File: src/rtl/rtype_pkg.sv
// Shared constants for the R-type issue/writeback unit: instruction field
// positions, the R-type opcode and the ALU function codes.
package rtype_pkg;

  localparam int unsigned OPCODE_MSB = 31;
  localparam int unsigned OPCODE_LSB = 26;
  localparam int unsigned RS_MSB     = 25;
  localparam int unsigned RS_LSB     = 21;
  localparam int unsigned RT_MSB     = 20;
  localparam int unsigned RT_LSB     = 16;
  localparam int unsigned RD_MSB     = 15;
  localparam int unsigned RD_LSB     = 11;
  localparam int unsigned SHAMT_MSB  = 10;
  localparam int unsigned SHAMT_LSB  = 6;
  localparam int unsigned FUNCT_MSB  = 5;
  localparam int unsigned FUNCT_LSB  = 0;

  localparam int unsigned REG_AW     = 5;

  localparam logic [5:0] OPC_RTYPE = 6'b000000;

  localparam logic [5:0] FUNCT_ADD = 6'b001001;
  localparam logic [5:0] FUNCT_SUB = 6'b001010;
  localparam logic [5:0] FUNCT_SLL = 6'b100001;
  localparam logic [5:0] FUNCT_OR  = 6'b100101;

  // True when an in-flight destination 'dst' is a real register that an
  // incoming source 'src' depends on. Register 0 never creates a dependency.
  function automatic logic reg_match(input logic [4:0] dst, input logic [4:0] src);
    return (dst != 5'd0) && (dst == src);
  endfunction

endpackage

File: src/rtl/rtype_regfile.sv
// 32-entry register file: two combinational operand reads, one combinational
// debug read, one synchronous write. Register 0 always reads zero and is never
// written. A synchronous active-low reset clears every entry.
module rtype_regfile
  import rtype_pkg::*;
#(
  parameter int DATA_W = 32
) (
  input  logic              clk,
  input  logic              rst_n,
  input  logic              i_we,
  input  logic [4:0]        i_waddr,
  input  logic [DATA_W-1:0] i_wdata,
  input  logic [4:0]        i_raddr_a,
  input  logic [4:0]        i_raddr_b,
  input  logic [4:0]        i_raddr_dbg,
  output logic [DATA_W-1:0] o_rdata_a,
  output logic [DATA_W-1:0] o_rdata_b,
  output logic [DATA_W-1:0] o_rdata_dbg
);

  localparam logic [DATA_W-1:0] ZERO_W = {DATA_W{1'b0}};

  logic [DATA_W-1:0] r_mem [32];

  // Storage: clear on reset, otherwise commit the single write port (reg 0 excluded)
  always_ff @(posedge clk) begin
    if (!rst_n) begin
      for (int i = 0; i < 32; i++) begin
        r_mem[i] <= ZERO_W;
      end
    end else if (i_we && (i_waddr != 5'd0)) begin
      r_mem[i_waddr] <= i_wdata;
    end
  end

  // Reads see the pre-edge contents, so a same-cycle write is visible only after the edge
  assign o_rdata_a   = (i_raddr_a   == 5'd0) ? ZERO_W : r_mem[i_raddr_a];
  assign o_rdata_b   = (i_raddr_b   == 5'd0) ? ZERO_W : r_mem[i_raddr_b];
  assign o_rdata_dbg = (i_raddr_dbg == 5'd0) ? ZERO_W : r_mem[i_raddr_dbg];

endmodule

File: src/rtl/rtype_issue_unit.sv
// Issue/writeback side of the R-type datapath. Decodes an incoming R-type
// instruction, reads operands, registers them toward the external ALU (EX),
// then captures the ALU result and writes it back (WB).
// Build option: define RTYPE_ISSUE_FORWARD_EN to bypass the EX result into
// dependent operands; without it a dependent instruction stalls one cycle.
module rtype_issue_unit
  import rtype_pkg::*;
#(
  parameter int DATA_W = 32,
  parameter int CNT_W  = 16
) (
  input  logic              clk,
  input  logic              rst_n,
  input  logic              instr_valid,
  output logic              instr_ready,
  input  logic [31:0]       instr,
  output logic [DATA_W-1:0] alu_rs_data,
  output logic [DATA_W-1:0] alu_rt_data,
  output logic [4:0]        alu_shamt,
  output logic [5:0]        alu_funct,
  input  logic [DATA_W-1:0] alu_rd_data,
  output logic              wb_valid,
  output logic [4:0]        wb_rd,
  output logic [DATA_W-1:0] wb_data,
  output logic              illegal,
  output logic [CNT_W-1:0]  retired_cnt,
  input  logic [4:0]        dbg_addr,
  output logic [DATA_W-1:0] dbg_data
);

  localparam logic [DATA_W-1:0] ZERO_W  = {DATA_W{1'b0}};
  localparam logic [CNT_W-1:0]  CNT_ONE = {{(CNT_W-1){1'b0}}, 1'b1};
  localparam logic [CNT_W-1:0]  CNT_ZER = {CNT_W{1'b0}};

  // Instruction fields
  logic [5:0] w_opcode;
  logic [4:0] w_rs;
  logic [4:0] w_rt;
  logic [4:0] w_rd;
  logic [4:0] w_shamt;
  logic [5:0] w_funct;

  assign w_opcode = instr[OPCODE_MSB:OPCODE_LSB];
  assign w_rs     = instr[RS_MSB:RS_LSB];
  assign w_rt     = instr[RT_MSB:RT_LSB];
  assign w_rd     = instr[RD_MSB:RD_LSB];
  assign w_shamt  = instr[SHAMT_MSB:SHAMT_LSB];
  assign w_funct  = instr[FUNCT_MSB:FUNCT_LSB];

  logic w_is_rtype;
  assign w_is_rtype = (w_opcode == OPC_RTYPE);

  // EX stage state
  logic              r_ex_valid;
  logic [4:0]        r_ex_rd;
  logic [DATA_W-1:0] r_rs_data;
  logic [DATA_W-1:0] r_rt_data;
  logic [4:0]        r_shamt;
  logic [5:0]        r_funct;
  logic              r_illegal;

  // WB stage state
  logic              r_wb_valid;
  logic [4:0]        r_wb_rd;
  logic [DATA_W-1:0] r_wb_data;
  logic [CNT_W-1:0]  r_retired;

  // Register file reads
  logic [DATA_W-1:0] w_rs_rf;
  logic [DATA_W-1:0] w_rt_rf;

  rtype_regfile #(
    .DATA_W (DATA_W)
  ) u_regfile (
    .clk         (clk),
    .rst_n       (rst_n),
    .i_we        (r_ex_valid),
    .i_waddr     (r_ex_rd),
    .i_wdata     (alu_rd_data),
    .i_raddr_a   (w_rs),
    .i_raddr_b   (w_rt),
    .i_raddr_dbg (dbg_addr),
    .o_rdata_a   (w_rs_rf),
    .o_rdata_b   (w_rt_rf),
    .o_rdata_dbg (dbg_data)
  );

  // Dependency of the incoming instruction on the one currently in EX
  logic w_rs_hit;
  logic w_rt_hit;
  assign w_rs_hit = r_ex_valid && reg_match(r_ex_rd, w_rs);
  assign w_rt_hit = r_ex_valid && reg_match(r_ex_rd, w_rt);

  logic              w_stall;
  logic [DATA_W-1:0] w_rs_op;
  logic [DATA_W-1:0] w_rt_op;

`ifdef RTYPE_ISSUE_FORWARD_EN
  // Operand select: bypass the EX result (being written this edge) into dependent sources
  always_comb begin
    w_stall = 1'b0;
    w_rs_op = w_rs_rf;
    w_rt_op = w_rt_rf;
    if (w_rs_hit) begin
      w_rs_op = alu_rd_data;
    end else begin
      w_rs_op = w_rs_rf;
    end
    if (w_rt_hit) begin
      w_rt_op = alu_rd_data;
    end else begin
      w_rt_op = w_rt_rf;
    end
  end
`else
  // Operand select: no bypass, hold off a dependent R-type instr until its source is written
  always_comb begin
    w_stall = 1'b0;
    w_rs_op = w_rs_rf;
    w_rt_op = w_rt_rf;
    if (w_is_rtype && (w_rs_hit || w_rt_hit)) begin
      w_stall = 1'b1;
    end else begin
      w_stall = 1'b0;
    end
  end
`endif

  logic w_accept;
  assign instr_ready = rst_n & ~w_stall;
  assign w_accept    = instr_valid & instr_ready;

  // EX stage: latch operands for the ALU on a legal accept, flag illegal opcodes
  always_ff @(posedge clk) begin
    if (!rst_n) begin
      r_ex_valid <= 1'b0;
      r_ex_rd    <= 5'd0;
      r_rs_data  <= ZERO_W;
      r_rt_data  <= ZERO_W;
      r_shamt    <= 5'd0;
      r_funct    <= 6'd0;
      r_illegal  <= 1'b0;
    end else begin
      r_ex_valid <= w_accept & w_is_rtype;
      r_illegal  <= w_accept & ~w_is_rtype;
      if (w_accept && w_is_rtype) begin
        r_ex_rd   <= w_rd;
        r_rs_data <= w_rs_op;
        r_rt_data <= w_rt_op;
        r_shamt   <= w_shamt;
        r_funct   <= w_funct;
      end
    end
  end

  // WB stage: report the ALU result of the EX instruction and count retirements
  always_ff @(posedge clk) begin
    if (!rst_n) begin
      r_wb_valid <= 1'b0;
      r_wb_rd    <= 5'd0;
      r_wb_data  <= ZERO_W;
      r_retired  <= CNT_ZER;
    end else begin
      r_wb_valid <= r_ex_valid;
      if (r_ex_valid) begin
        r_wb_rd   <= r_ex_rd;
        r_wb_data <= alu_rd_data;
        r_retired <= r_retired + CNT_ONE;
      end
    end
  end

  assign alu_rs_data = r_rs_data;
  assign alu_rt_data = r_rt_data;
  assign alu_shamt   = r_shamt;
  assign alu_funct   = r_funct;
  assign wb_valid    = r_wb_valid;
  assign wb_rd       = r_wb_rd;
  assign wb_data     = r_wb_data;
  assign illegal     = r_illegal;
  assign retired_cnt = r_retired;

endmodule

File: config.mk
export PLATFORM = sky130hd
export DESIGN_NAME = rtype_issue_unit
export DESIGN_NICKNAME = d
export VERILOG_FILES = /design/src/rtl/rtype_pkg.sv /design/src/rtl/rtype_regfile.sv /design/src/rtl/rtype_issue_unit.sv
export SDC_FILE = /design/constraint.sdc
export NUM_CORES = 2
export LEC_CHECK = 0
export BUFFER_PORTS_ARGS = -buffer_cell sky130_fd_sc_hd__buf_2
export CAP_MARGIN = 20
export CORE_MARGIN = 5
export CORE_UTILIZATION = 40
export CTS_CLUSTER_SIZE = 24
export DETAILED_ROUTE_END_ITERATION = 10
export HOLD_SLACK_MARGIN = 0.05
export PLACE_DENSITY = 0.59
export SYNTH_ARGS = -nofsm -noshare
export SYNTH_HDL_FRONTEND = slang
export SYNTH_SLANG_ARGS = --single-unit
File: constraint.sdc
create_clock -name clk -period 4.5 [get_ports clk]
set_clock_uncertainty 0.05 [all_clocks]
set_input_delay 0.675 -clock clk [delete_from_list [all_inputs] [get_ports clk]]
set_output_delay 0.675 -clock clk [all_outputs]
set_load 0.005 [all_outputs]
==> summary.md <==
| Metric | Value |
|---|---|
| Share of flip-flops with an asynchronous set or reset | 0 |
| Fin area | 78500 um2 |
| Vias in the first global route | 47600 |
| Top cells by count, synth | edfxtp_1, and2_1, mux4_2, clkbuf_1, mux2i_1 |
| Largest area contributor in the synthesized netlist | edfxtp_1 |
| Top_reg_cell synth | edfxtp_1 |
| Die Wd | 424 um |
| Routed Antenna Nets | 0 |
| WP data required | 3.77 ns |
| Routed WL per cell | 39.9 um |
| Worst slew margin | 0.243 |
| Largest net degree at the start of global routing | 84 |
| Pwr/cell area | 352 nW/um2 |
| Seq/Total Area, Yosys | 0.489 |
| Fraction of layout cells with a size suffix above 1 | 0.333 |
| Worst Path Arrival | 3.30 ns |
| Syn_area_per_cell | 14.7 um2 |
| Final Power | 27600 uW |
| Critical setup path kind | primary input to output pin |
| Mapped cell area | 68400 um2 |
| CP Capture Type | output pin |
| Post-CTS Setup Bufs | 0 |
| Met1 WL | 104000 um |
| Uppermost layer routed | met5 |
| CTS Root Cell | clkbuf_16 |
| Post-synth top area share | 0.449 |
| Area of the multi-input gates | 33600 um2 |
| I/O Pins | 235 |
| Starting density of the core | 0.403 |
| CTS sink cnt | 1160 |
| Syn. warnings | 0 |
| #FFs+latches synth | 1160 |
| Synth top area cells | edfxtp_1, mux4_2, and2_1, mux2i_1, dfxtp_1 |
| Die H | 424 um |
| Fmax | 0.248 GHz |
| DRC viols | 0 |
| Via count | 49400 |
| Core area | 170000 um2 |
| CTS tree | built |
| CP Max Fanout | 26 |
| IO buf count | 234 |
| Initial DRC count | 9052 |
| Routed wl met2 | 126000 um |
| Rows | 151 |
| WL met3 | 39400 um |
| GRT Util Overall | 0.311 |
| Post-DP HPWL | 171000 um |
| LEAKAGE | 0.0282 uW |
| Mean number of vias per cell | 6.92 |
| Total Routed Length | 285000 um |
| Period minus WS final | 4.03 ns |
| Endpoints failing hold | 0 |
| Final setup viols | 0 |
| Period utilisation layout | 0.895 |
| EDFF count, synth | 1024 |
| Post-CTS Resized | 0 |
| Final TNS setup | 0 ns |
| Synth-to-Final Area Change | 14.8% |
| Overflow after GRT | 0 |
| GPL Wtd Cong | 0.905 |
| Maximum VDD drop | 0.000429 V |
| CP Launch Type | primary input |
| Hold Crit Class | primary input to flop |
| Unrepaired setup endpoints after global routing | false |
| Latest clock arrival within the worst-skew pair | 0.81 ns |
| Post-place instance area | 73700 um2 |
| Post-synth cell types | 46 |
| Slew @ Worst Pin | 1.14 ns |
| First-pass GRT wire length | 391000 um |
| Fillers | 14700 |
| Number of iterations in the first detailed-routing pass | 7 |
| Die Area | 179000 um2 |
| Initial antenna violation count | 35 |
| Most frequent cell after synthesis | edfxtp_1 |
| Clock Tree Buf Depth | 3 |
| Clk slew on worst S/H paths | 0.06 ns |
| Mapped Cells | 4642 |
| Storage cell area | 33500 um2 |
| Final slew viol count | 0 |
| CTS buffer count | 134 |
| Max-cap violations | 0 |
| H-tree depth | 4 |
| Final net count | 4852 |
| Status | complete, no violations |
-- area by class of cell --
| cell class | count | share of cell area |
|---|---|---|
| antenna | 36 | 0.00115 |
| clock buffer | 171 | 0.0468 |
| clock inverter | 69 | 0.0115 |
| inverter | 3 | 0.000207 |
| multi-input combinational | 2985 | 0.427 |
| sequential | 1160 | 0.426 |
| tap | 2218 | 0.0353 |
| timing repair buffer | 495 | 0.0512 |
-- kinds of logic (layout without fill, tap and decap cells) --
kind of cell | Yosys count | after routing | share of synthesized area
and+or+nand+nor | 1392 | 1392 | 0.117
muxes | 1160 | 1160 | 0.318
DFF | 1160 | 1160 | 0.489
buffers and inverters | 528 | 738 | 0.0318
AOI/OAI and AO/OA | 379 | 379 | 0.0411
xor gates and xnor gates | 21 | 21 | 0.00269
adders and majority gates | 1 | 1 | 0.000183
other | 1 | 68 | 0.0000548
-- final timing paths --
path	start	to	slack (ns)	depth (start not counted)
worst max-delay path	dbg_addr[0]	dbg_data[9]	0.47	9
worst min-delay path	instr_valid	illegal	0.14	2
worst max register to register	r_ex_rd[4]	u_regfile.r_mem[8][10]	1.08	6
worst min register to register	alu_rs_data[13]	alu_rs_data[13]	0.41	1
-- layer usage --
metal / up-vias / global-route usage
li1: 18700 / -
met1: 25600 / 0.422
met2: 4328 / 0.462
met3: 848 / 0.0878
met4: 2 / 0.154
met5: - / 0
-- flip-flops by register name, summed over array words and instances, names as in the netlist --
| signal | cells |
|---|---|
| alu_shamt | 5 |
| alu_rs_data | 32 |
| wb_valid | 1 |
| r_ex_rd | 5 |
| alu_funct | 6 |
| illegal | 1 |
| alu_rt_data | 32 |
| wb_data | 32 |
| wb_rd | 5 |
| retired_cnt | 16 |
| u_regfile.r_mem | 1024 |
| r_ex_valid | 1 |
-- layout by cell type, fill, tap and decap left out, drive strengths merged, types with 8 or more instances in the layout --
cell / count
edfxtp: 1024
and2: 995
mux4: 806
buf: 479
mux2i: 305
clkbuf: 171
nand2: 141
nor2: 138
dfxtp: 136
o22ai: 88
nand4: 66
o21ai: 60
a32o: 56
mux2: 49
a22oi: 38
diode: 36
clkinv: 36
conb: 32
o221ai: 31
a221oi: 31
o21bai: 31
a22o: 22
bufinv: 19
dlygate4sd3: 16
xnor2: 12
inv: 12
nor3: 11
a21oi: 10
xor2: 9
a31oi: 9
nand3: 8
-- metrics by stage --
stage	util	worst slack, ns	cells	hold WS [ns]
finish	0.463	0.474	7137	0.140
global route	0.462	0.410	7101	0.117
CTS	0.462	0.475	7101	0.0749
detailed placement	0.434	0.479	6845	0.403
global placement	0.434	0.493	6845	0.400
floorplan	-	0.161	4673	0.412
-- worst max-delay path, stage by stage --
cell and delay (ns):
buf_8 0.34, buf_12 0.24, buf_12 0.24, mux4_2 0.54, mux4_2 0.50, mux2i_1 0.33
buf_4 0.21, nor2_1 0.05, buf_2 0.13
-- timing repair --
action / CTS / global route
endpoints found under the setup margin: 0 / 0
endpoints found under the hold margin: 16 / 0
hold buffers: 16 / 0
-- where the power goes --
part           total [uW]  internal (uW)  switching [uW]
Clock               11700           6900            4810
Sequential          12300          12000             303
Combinational        3570           1520            2050
No activity file was read; power rests on OpenSTA's default activity.
